### src/rtl/ca_source_sequencer.sv
`default_nettype none
`timescale 1ns/1ps
// +--------------------------------------------------------------------------+
// | ca_source_sequencer: waveform ROM playback with rate divider, valid/ready |
// | output and back-pressure. Optional looping via SEQ_LOOP_EN. Rev 1.0       |
// +--------------------------------------------------------------------------+
module ca_source_sequencer #(
    parameter int ADDR_W = 18,
    parameter int DATA_W = 32,
    parameter int DIV_W  = 16
) (
    input  logic              clk,
    input  logic              rst_n,
    input  logic              start_i,
    input  logic              stop_i,
    input  logic              pause_i,
    input  logic              loop_i,
    input  logic [DIV_W-1:0]  rate_div_i,
    input  logic [ADDR_W-1:0] start_addr_i,
    input  logic [ADDR_W-1:0] end_addr_i,
    output logic [ADDR_W-1:0] rom_addr_o,
    output logic              rom_rd_en_o,
    input  logic [DATA_W-1:0] rom_data_i,
    output logic [DATA_W-1:0] smp_data_o,
    output logic              smp_valid_o,
    input  logic              smp_ready_i,
    output logic              busy_o,
    output logic              done_o,
    output logic              overrun_o,
    output logic              cfg_err_o,
    output logic [15:0]       wrap_cnt_o
);
    typedef enum logic [1:0] {
        S_IDLE  = 2'd0,
        S_RUN   = 2'd1,
        S_PAUSE = 2'd2
    } state_t;

    state_t            state_q, state_d;
    logic [DIV_W-1:0]  div_q, div_d, rate_q, rate_d;
    logic              tick_q, tick_d;
    logic [ADDR_W-1:0] addr_q, addr_d, sa_q, sa_d, ea_q, ea_d;
    logic              last_q, last_d, land_q, land_d, valid_q, valid_d;
    logic [DATA_W-1:0] data_q, data_d;
    logic              overrun_q, overrun_d, cfg_err_q, cfg_err_d;
    logic              w_loop, w_run, w_tick, w_hold, w_rd, w_accept, w_done, w_busy, w_at_end;

`ifdef SEQ_LOOP_EN
    logic        loop_q, loop_d;
    logic [15:0] wrap_q, wrap_d;
    assign w_loop     = loop_q;
    assign wrap_cnt_o = wrap_q;
`else
    logic w_unused_loop;
    assign w_unused_loop = loop_i;
    assign w_loop        = 1'b0;
    assign wrap_cnt_o    = 16'd0;
`endif

    // Reads are gated by the output slot being free or freed this cycle, so a
    // landing sample never overwrites one the solver has not yet taken.
    assign w_busy   = (state_q != S_IDLE);
    assign w_run    = (state_q == S_RUN) && !pause_i && !stop_i;
    assign w_hold   = valid_q && !smp_ready_i;
    assign w_tick   = w_run && tick_q && !last_q;
    assign w_rd     = w_tick && !w_hold;
    assign w_accept = valid_q && smp_ready_i;
    assign w_done   = w_busy && !stop_i && last_q && w_accept;
    assign w_at_end = (addr_q == ea_q);

    assign rom_addr_o  = addr_q;
    assign rom_rd_en_o = w_rd;
    assign smp_data_o  = land_q ? rom_data_i : data_q;
    assign smp_valid_o = valid_q;
    assign busy_o      = w_busy;
    assign done_o      = w_done;
    assign overrun_o   = overrun_q;
    assign cfg_err_o   = cfg_err_q;

    always_comb begin
        state_d   = state_q;
        div_d     = div_q;
        rate_d    = rate_q;
        tick_d    = tick_q;
        addr_d    = addr_q;
        sa_d      = sa_q;
        ea_d      = ea_q;
        last_d    = last_q;
        overrun_d = overrun_q;
        cfg_err_d = cfg_err_q;
        land_d    = w_rd;
        valid_d   = w_rd || w_hold;
        data_d    = land_q ? rom_data_i : data_q;
`ifdef SEQ_LOOP_EN
        loop_d    = loop_q;
        wrap_d    = wrap_q;
`endif
        unique case (state_q)
            S_IDLE: begin
                if (start_i && !stop_i) begin
                    if (start_addr_i <= end_addr_i) begin
                        state_d   = S_RUN;
                        rate_d    = (rate_div_i == '0) ? DIV_W'(1) : rate_div_i;
                        sa_d      = start_addr_i;
                        ea_d      = end_addr_i;
                        addr_d    = start_addr_i;
                        div_d     = '0;
                        tick_d    = 1'b0;
                        last_d    = 1'b0;
                        overrun_d = 1'b0;
                        cfg_err_d = 1'b0;
`ifdef SEQ_LOOP_EN
                        loop_d    = loop_i;
                        wrap_d    = 16'd0;
`endif
                    end else begin
                        cfg_err_d = 1'b1;
                    end
                end
            end
            S_RUN: begin
                if (pause_i) begin
                    state_d = S_PAUSE;
                end
            end
            S_PAUSE: begin
                if (!pause_i) begin
                    state_d = S_RUN;
                end
            end
            default: state_d = S_IDLE;
        endcase

        // Divider phase 0 schedules a tick for the following cycle.
        if (w_run) begin
            tick_d = (div_q == '0);
            div_d  = (div_q == rate_q - DIV_W'(1)) ? '0 : div_q + DIV_W'(1);
        end
        if (w_tick && w_hold) begin
            overrun_d = 1'b1;
        end
        if (w_rd) begin
            if (w_at_end) begin
                if (w_loop) begin
                    addr_d = sa_q;
`ifdef SEQ_LOOP_EN
                    if (wrap_q != 16'hFFFF) begin
                        wrap_d = wrap_q + 16'd1;
                    end
`endif
                end else begin
                    last_d = 1'b1;
                end
            end else begin
                addr_d = addr_q + ADDR_W'(1);
            end
        end
        if (w_done) begin
            state_d = S_IDLE;
        end
        if (stop_i) begin
            state_d = S_IDLE;
            valid_d = 1'b0;
            land_d  = 1'b0;
        end
    end

    always_ff @(posedge clk) begin
        if (!rst_n) begin
            state_q   <= S_IDLE;
            div_q     <= '0;
            rate_q    <= '0;
            tick_q    <= 1'b0;
            addr_q    <= '0;
            sa_q      <= '0;
            ea_q      <= '0;
            last_q    <= 1'b0;
            land_q    <= 1'b0;
            valid_q   <= 1'b0;
            data_q    <= '0;
            overrun_q <= 1'b0;
            cfg_err_q <= 1'b0;
`ifdef SEQ_LOOP_EN
            loop_q    <= 1'b0;
            wrap_q    <= 16'd0;
`endif
        end else begin
            state_q   <= state_d;
            div_q     <= div_d;
            rate_q    <= rate_d;
            tick_q    <= tick_d;
            addr_q    <= addr_d;
            sa_q      <= sa_d;
            ea_q      <= ea_d;
            last_q    <= last_d;
            land_q    <= land_d;
            valid_q   <= valid_d;
            data_q    <= data_d;
            overrun_q <= overrun_d;
            cfg_err_q <= cfg_err_d;
`ifdef SEQ_LOOP_EN
            loop_q    <= loop_d;
            wrap_q    <= wrap_d;
`endif
        end
    end
endmodule
`default_nettype wire
### config.mk
export PLATFORM = sky130hd
export DESIGN_NAME = ca_source_sequencer
export DESIGN_NICKNAME = d
export VERILOG_FILES = /design/src/rtl/ca_source_sequencer.sv
export SDC_FILE = /design/constraint.sdc
export NUM_CORES = 1
export LEC_CHECK = 0
export CAP_MARGIN = 20
export CORE_AREA = 2 2 146 148
export CTS_CLUSTER_SIZE = 30
export DETAILED_ROUTE_END_ITERATION = 12
export DIE_AREA = 0 0 148 150
export SETUP_SLACK_MARGIN = 0.05
export SYNTH_ARGS = -nofsm -noshare
export SYNTH_HDL_FRONTEND = slang
export SYNTH_SLANG_ARGS = --single-unit
### constraint.sdc
create_clock -name clk -period 6.1 [get_ports clk]
set_input_delay 0.915 -clock clk [delete_from_list [all_inputs] [get_ports clk]]
set_output_delay 0.915 -clock clk [all_outputs]
set_load 0.02 [all_outputs]
# Word-level counts from Yosys, hierarchy flattened
# Index checks and enable logic that the tools add are counted.
[classes] addsub=3 mul=0 div=0 magnitude_cmp=1 eq_ne=8 n_shift=0 mux=28 bitwise=1 reduce_logical=35
[ops] cell="$mux W16" n=6
[ops] cell="$mux W18" n=5
[ops] cell="$logic_not A16 Y1" n=2
[ops] cell="$mux W32" n=1
[ops] cell="$add A18 B1 Y18 const B" n=1
[ops] cell="$eq A18 B18 Y1" n=1
[ops] cell="$le A18 B18 Y1" n=1
[ops] cell="$add A16 B1 Y16 const B" n=1
[ops] cell="$eq A16 B16 Y1" n=1
[ops] cell="$sub A16 B1 Y16 const B" n=1
[ops] cell="$reduce_bool A2 Y1" n=7
[ops] cell="$logic_and A1 B1 Y1" n=12
[ops] cell="$mux W1" n=11
[ops] cell="$reduce_and A3 Y1" n=3
[ops] cell="$mux W2" n=4
[ops] cell="$ne A2 B2 Y1 const B" n=4
[ops] cell="$pmux W2 S3" n=1
[ops] cell="$logic_not A1 Y1" n=5
[ops] cell="$reduce_and A4 Y1" n=1
[ops] cell="$reduce_or A3 Y1" n=1
[ops] cell="$eq A2 B1 Y1 const B" n=1
[ops] cell="$eq A2 B2 Y1 const B" n=1
[ops] cell="$logic_not A2 Y1" n=1
[ops] cell="$reduce_and A2 Y1" n=1
[ops] cell="3 further kinds" n=3
[totals] reg_bits=108 latch_bits=0 mem_bits_rw=0 rom_bits=0 output_inout_bits=72 word_cells=88 n_memories=0

# Logic depth before layout (Yosys ltp)
[logic_depth] depth_word=8 ltp_mapped=12 ltp_nobuf=10

# Worst setup path before layout
# OpenSTA, ideal clock, no wires.
[synth_timing] kind="input-to-reg" start="input port end_addr_i[3]" end="register addr_q[0] (netlist: rom_addr_o[0])" setup_time_ns=0.074 arrival_ns=2.952 required_ns=6.026 path_slack_ns=3.074 path_stages=12 n_path_buf=2 cell_sequence="inv_1 -> ha_1 -> a21o_1 -> a21o_1 -> a211oi_1 -> o21ai_0 -> a21oi_1 -> or2_2 -> clkbuf_1 -> clkbuf_1 -> nand3_1 -> a31oi_1"
[synth_via] elab_chain_cells=6
[synth_lines] element="start, declared" line="20" rtl="input logic [ADDR_W-1:0] end_addr_i,"
[synth_lines] element="$le A18 B18 Y1 *" line="101" rtl="if (start_addr_i <= end_addr_i) begin"
[synth_lines] element="$mux W18 *" line="101"
[synth_lines] element="$mux W18 *" line="100" rtl="if (start_i && !stop_i) begin"
[synth_lines] element="$mux W18 *" line="98" rtl="unique case (state_q)"
[synth_lines] element="$mux W18" line="143" rtl="if (w_at_end) begin"
[synth_lines] element="$mux W18 *" line="142" rtl="if (w_rd) begin"
[synth_lines] element="end signal, assigned" line="192" rtl="addr_q <= addr_d;"
[synth_lines] element="end, declared" line="42" rtl="logic [ADDR_W-1:0] addr_q, addr_d, sa_q, sa_d, ea_q, ea_d;"
# Every way passes the cells marked *; elsewhere a longest branch is shown, timed or not.
# A chain may end at the register's enable or synchronous reset.

# Worst setup path in the final report
[layout_timing] start="input port pause_i" end="output port rom_rd_en_o"
[layout_via] elab_chain_cells=6
[layout_lines] element="start, declared" line="16" rtl="input logic pause_i,"
[layout_lines] element="$logic_not A1 Y1"
[layout_lines] element="$logic_and A1 B1 Y1 (2 in a row)" line="63" rtl="assign w_run = (state_q == S_RUN) && !pause_i && !stop_i;"
[layout_lines] element="$logic_and A1 B1 Y1 (2 in a row)" line="65" rtl="assign w_tick = w_run && tick_q && !last_q;"
[layout_lines] element="$logic_and A1 B1 Y1" line="66" rtl="assign w_rd = w_tick && !w_hold;"
[layout_lines] element="end, declared" line="22" rtl="output logic rom_rd_en_o,"
# Every way passes these cells.

==> out/metrics.csv <==
stage,metric,value,unit
global_route,vias in the first global route,5219,
drt,total vias in the final route,5565,
critical_path,CP Class,in -> out,
sta,Setup TNS,0,ns
place,Final HPWL DP,12000,microns
sta,Slew HR,0.289,
final_layout,filler cell count,2157,
pwr,Final Power,0.00159,W
drt,DR pass1 iterations,5,
pwr,pwr/cell area,199,nW/um^2
drt,Final ANT Viol Nets,0,
global_route,gr usage total,0.145,
final_layout,Final #Nets,982,
critical_path,R2R cell count,7,
min_path,Worst Hold Path EP,ea_q[11]$_SDFFE_PN0P_,
global_route,Overflow after GRT,0,
critical_path,worst r2r dst,rom_addr_o[15]$_SDFF_PN0_,
sta,fin. max-slew vios,0,
final_layout,footprint of the multi-input gates,3580,sq um
clocking,clk buf depth,2,
sta,Final Hold Fails,0,
drt,final wirelength,16400,microns
synthesis,Syn Inst Count,751,
min_path,worst hold path startpoint,ea_q[11]$_SDFFE_PN0P_,
clocking,Worst-Skew Late Latency,0.36,ns
synthesis,"top cells by area, synth","dfxtp_1 35%, nand2_1 6.7%, a21oi_1 6.0%",
synthesis,Synth Register Bits,108,
global_route,initial antenna violation count,0,
clocking,CTS tree,done,
clocking,CTS Sinks,108,
final_layout,# diodes,0,
place,GP Congestion,0.833,
floorplan,Core ar.,20700,sq um
floorplan,die area,22200,sq um
sta,Worst Clk Skew,0.0145,ns
clocking,CTS HTree Levels,3,
floorplan,Initial Util,0.295,
clocking,cts bufs inserted,9,
drt,post-DR wirelength/cell,14.3,microns
drt,Via density,4.85,
drt,initial DRC count,285,
clocking,hold buffers post-CTS,0,
run_status,outcome,"complete, no violations",
min_path,Hold WC Path Type,reg -> reg,
synthesis,YS warnings,0,
final_layout,area delta synth->final,30.7,%
synthesis,predominant post-synthesis flop cell,dfxtp_1,
synthesis,Post-synth EDFFs,0,
floorplan,FP Rows,53,
synthesis,mapped cell area,6100,sq um
critical_path,R2R Setup Slk,2.61,ns
clocking,post_cts resized,0,
critical_path,Slowest cell on crit path,clkdlybuf4s50_1,
global_route,largest net degree at the start of global routing,57,
synthesis,cell taking the most area after synthesis,dfxtp_1,
sta,RSZ-0062 raised after global routing,false,
pwr,Worst VDD drop,0.143,mV
critical_path,reg2reg start,state_q[1]$_SDFFE_PP0P_,
critical_path,CP Data Required Time,5.18,ns
critical_path,"Arr. time, crit path",3.19,ns
synthesis,library cells used by synthesis,62,
drt,residual DRC count,0,
critical_path,cell repeated most along the worst path,clkdlybuf4s50_1,
clocking,CTS root buf,clkbuf_16,
place,I/O Buffers,145,
floorplan,Die X-Extent,148,microns
sta,count of final setup violators,0,
clocking,Post-CTS Setup Inserts,0,
final_layout,Util after Layout,0.386,
synthesis,Yosys top cell area share,0.354,
sta,fin crit share,0.674,
global_route,global-route wire length before repair,26100,microns
sta,achievable frequency,243,MHz
critical_path,Startpoint Class,primary input,
min_path,Hold Path Cell Cnt,2,
synthesis,ys async rst share,0,
pwr,leakage,3.10,nW
run,MaxCap Viol Count,0,
final_layout,register area,2160,sq um
sta,fin crit period,4.11,ns
critical_path,CP max FO,4,
sta,Least-Margin Pin Slew,1.07,ns
critical_path,critical path capture point type,output pin,
floorplan,DIE HEIGHT,150,microns
synthesis,Syn Area/Cell,8.13,sq um
synthesis,"Seq/Total Area, Yosys",0.354,
final_layout,layout cells sized above 1,0.0790,
clocking,clk slew on worst S/H paths,0.07,ns
critical_path,"critical path, cell by cell",clkdlybuf4s50_1 > or4b_1 > nor3b_1 > nand2_1 > inv_1 > clkdlybuf4s50_1,
critical_path,max incr delay on CP,0.64,ns
floorplan,IO Count,163,
[cell usage after synthesis, drive strengths merged, types with 3 or more instances]
cell type / instances
and2: 38
nor4b: 3
nor3b: 8
nor2: 39
a31oi: 6
a21oi: 73
a22oi: 6
dfxtp: 108
or3: 4
o21ai: 25
nor4: 16
a22o: 4
and3: 8
ha: 22
mux2: 32
nor3: 15
a211oi: 4
or4: 6
xnor2: 19
buf: 26
xor2: 22
nand3: 29
clkbuf: 34
nand3b: 4
o211ai: 5
nand2b: 5
inv: 31
nand2: 109
nand4: 14
a21o: 7
nor2b: 5
[power breakdown]
part           total (W)  leakage (nW)  internal [W]  switching [W]
logic           0.000275          2.09      0.000133       0.000142
registers       0.000744         0.874      0.000721      0.0000229
clock network   0.000568         0.137      0.000291       0.000277
[state kept, by name, indices dropped and copies added, names as in the netlist, 2 cells and up]
name,cells
rom_addr_o,18
state_q,2
ea_q,18
data_q,32
rate_q,16
div_q,16
[cell families (layout without fill, tap and decap cells)]
| logic type | Yosys count | in the layout | share of synthesized area |
|---|---|---|---|
| AO/OA/AOI/OAI | 144 | 144 | 0.145 |
| XOR/XNOR | 41 | 41 | 0.0588 |
| adder cells (fa/ha/maj) | 22 | 22 | 0.0451 |
| buffers and inverters | 91 | 198 | 0.0713 |
| flip-flops | 108 | 108 | 0.354 |
| multiplexers | 34 | 34 | 0.0623 |
| other | 1 | 16 | 0.000614 |
| AND/OR/NAND/NOR | 310 | 310 | 0.263 |
[cell usage in the layout, fill, tap and decap left out, types with 5 or more instances in the layout]
cell	instances
nand3_1	28
mux2_2	32
ha_1	22
nand2_1	109
nor3_1	15
a31oi_1	6
clkdlybuf4s50_1	145
xnor2_1	19
nor2_1	37
nor2b_1	5
a22oi_1	6
a21o_1	7
xor2_1	22
nand4_1	14
o211ai_1	5
nor4_1	12
and2_1	38
clkbuf_16	9
o21ai_0	23
and3_1	8
conb_1	16
inv_1	30
buf_4	7
a21oi_1	73
nor3b_1	7
nand2b_1	5
dfxtp_1	108
[critical path, delay by kind of cell]
family	cells	cell delay (ns)
simple gates	3	1.07
buf+inv	3	1.21
[worst max-delay path by stage]
| stage | startpoint | cells past startpoint | slack, ns | end |
|---|---|---|---|---|
| 4_1_cts | pause_i | 6 | 1.97 | rom_rd_en_o |
| 6_report | pause_i | 6 | 1.99 | rom_rd_en_o |
| 5_1_grt | pause_i | 6 | 1.86 | rom_rd_en_o |
| 2_1_floorplan | end_addr_i[3] | 12 | 3.07 | rom_addr_o[0]$_SDFF_PN0_ |
| 3_3_place_gp | end_addr_i[3] | 11 | 1.76 | rom_addr_o[15]$_SDFF_PN0_ |
| 3_5_place_dp | end_addr_i[3] | 11 | 1.74 | rom_addr_o[15]$_SDFF_PN0_ |
[metrics by stage]
stage	hold WS (ns)	instance area [sq um]	std cells	worst slack (ns)
3_3_place_gp	0.450	7700	1133	1.76
6_report	0.466	7980	1148	1.99
5_1_grt	0.480	7980	1148	1.86
3_5_place_dp	0.456	7700	1133	1.74
2_1_floorplan	0.444	6160	766	3.07
4_1_cts	0.466	7980	1148	1.97
[cell type report]
| type | instances | share of cell area |
|---|---|---|
| clock buffer | 11 | 0.0304 |
| tap | 275 | 0.0431 |
| multi-input combinational | 567 | 0.448 |
| timing repair buffer | 152 | 0.189 |
| inverter | 31 | 0.0146 |
| sequential | 108 | 0.271 |
| clock inverter | 4 | 0.00392 |
[per-layer routing]
metal | vias to the layer above | global-route usage | share of wire
met1 | 2604 | 0.191 | 0.47
met2 | 142 | 0.246 | 0.48
met4 | 0 | 0.0333 | 0.011
met5 | - | 0 | 0
met3 | 13 | 0.0302 | 0.047
li1 | 2806 | - | -
Power figures use the tool's default switching activity.
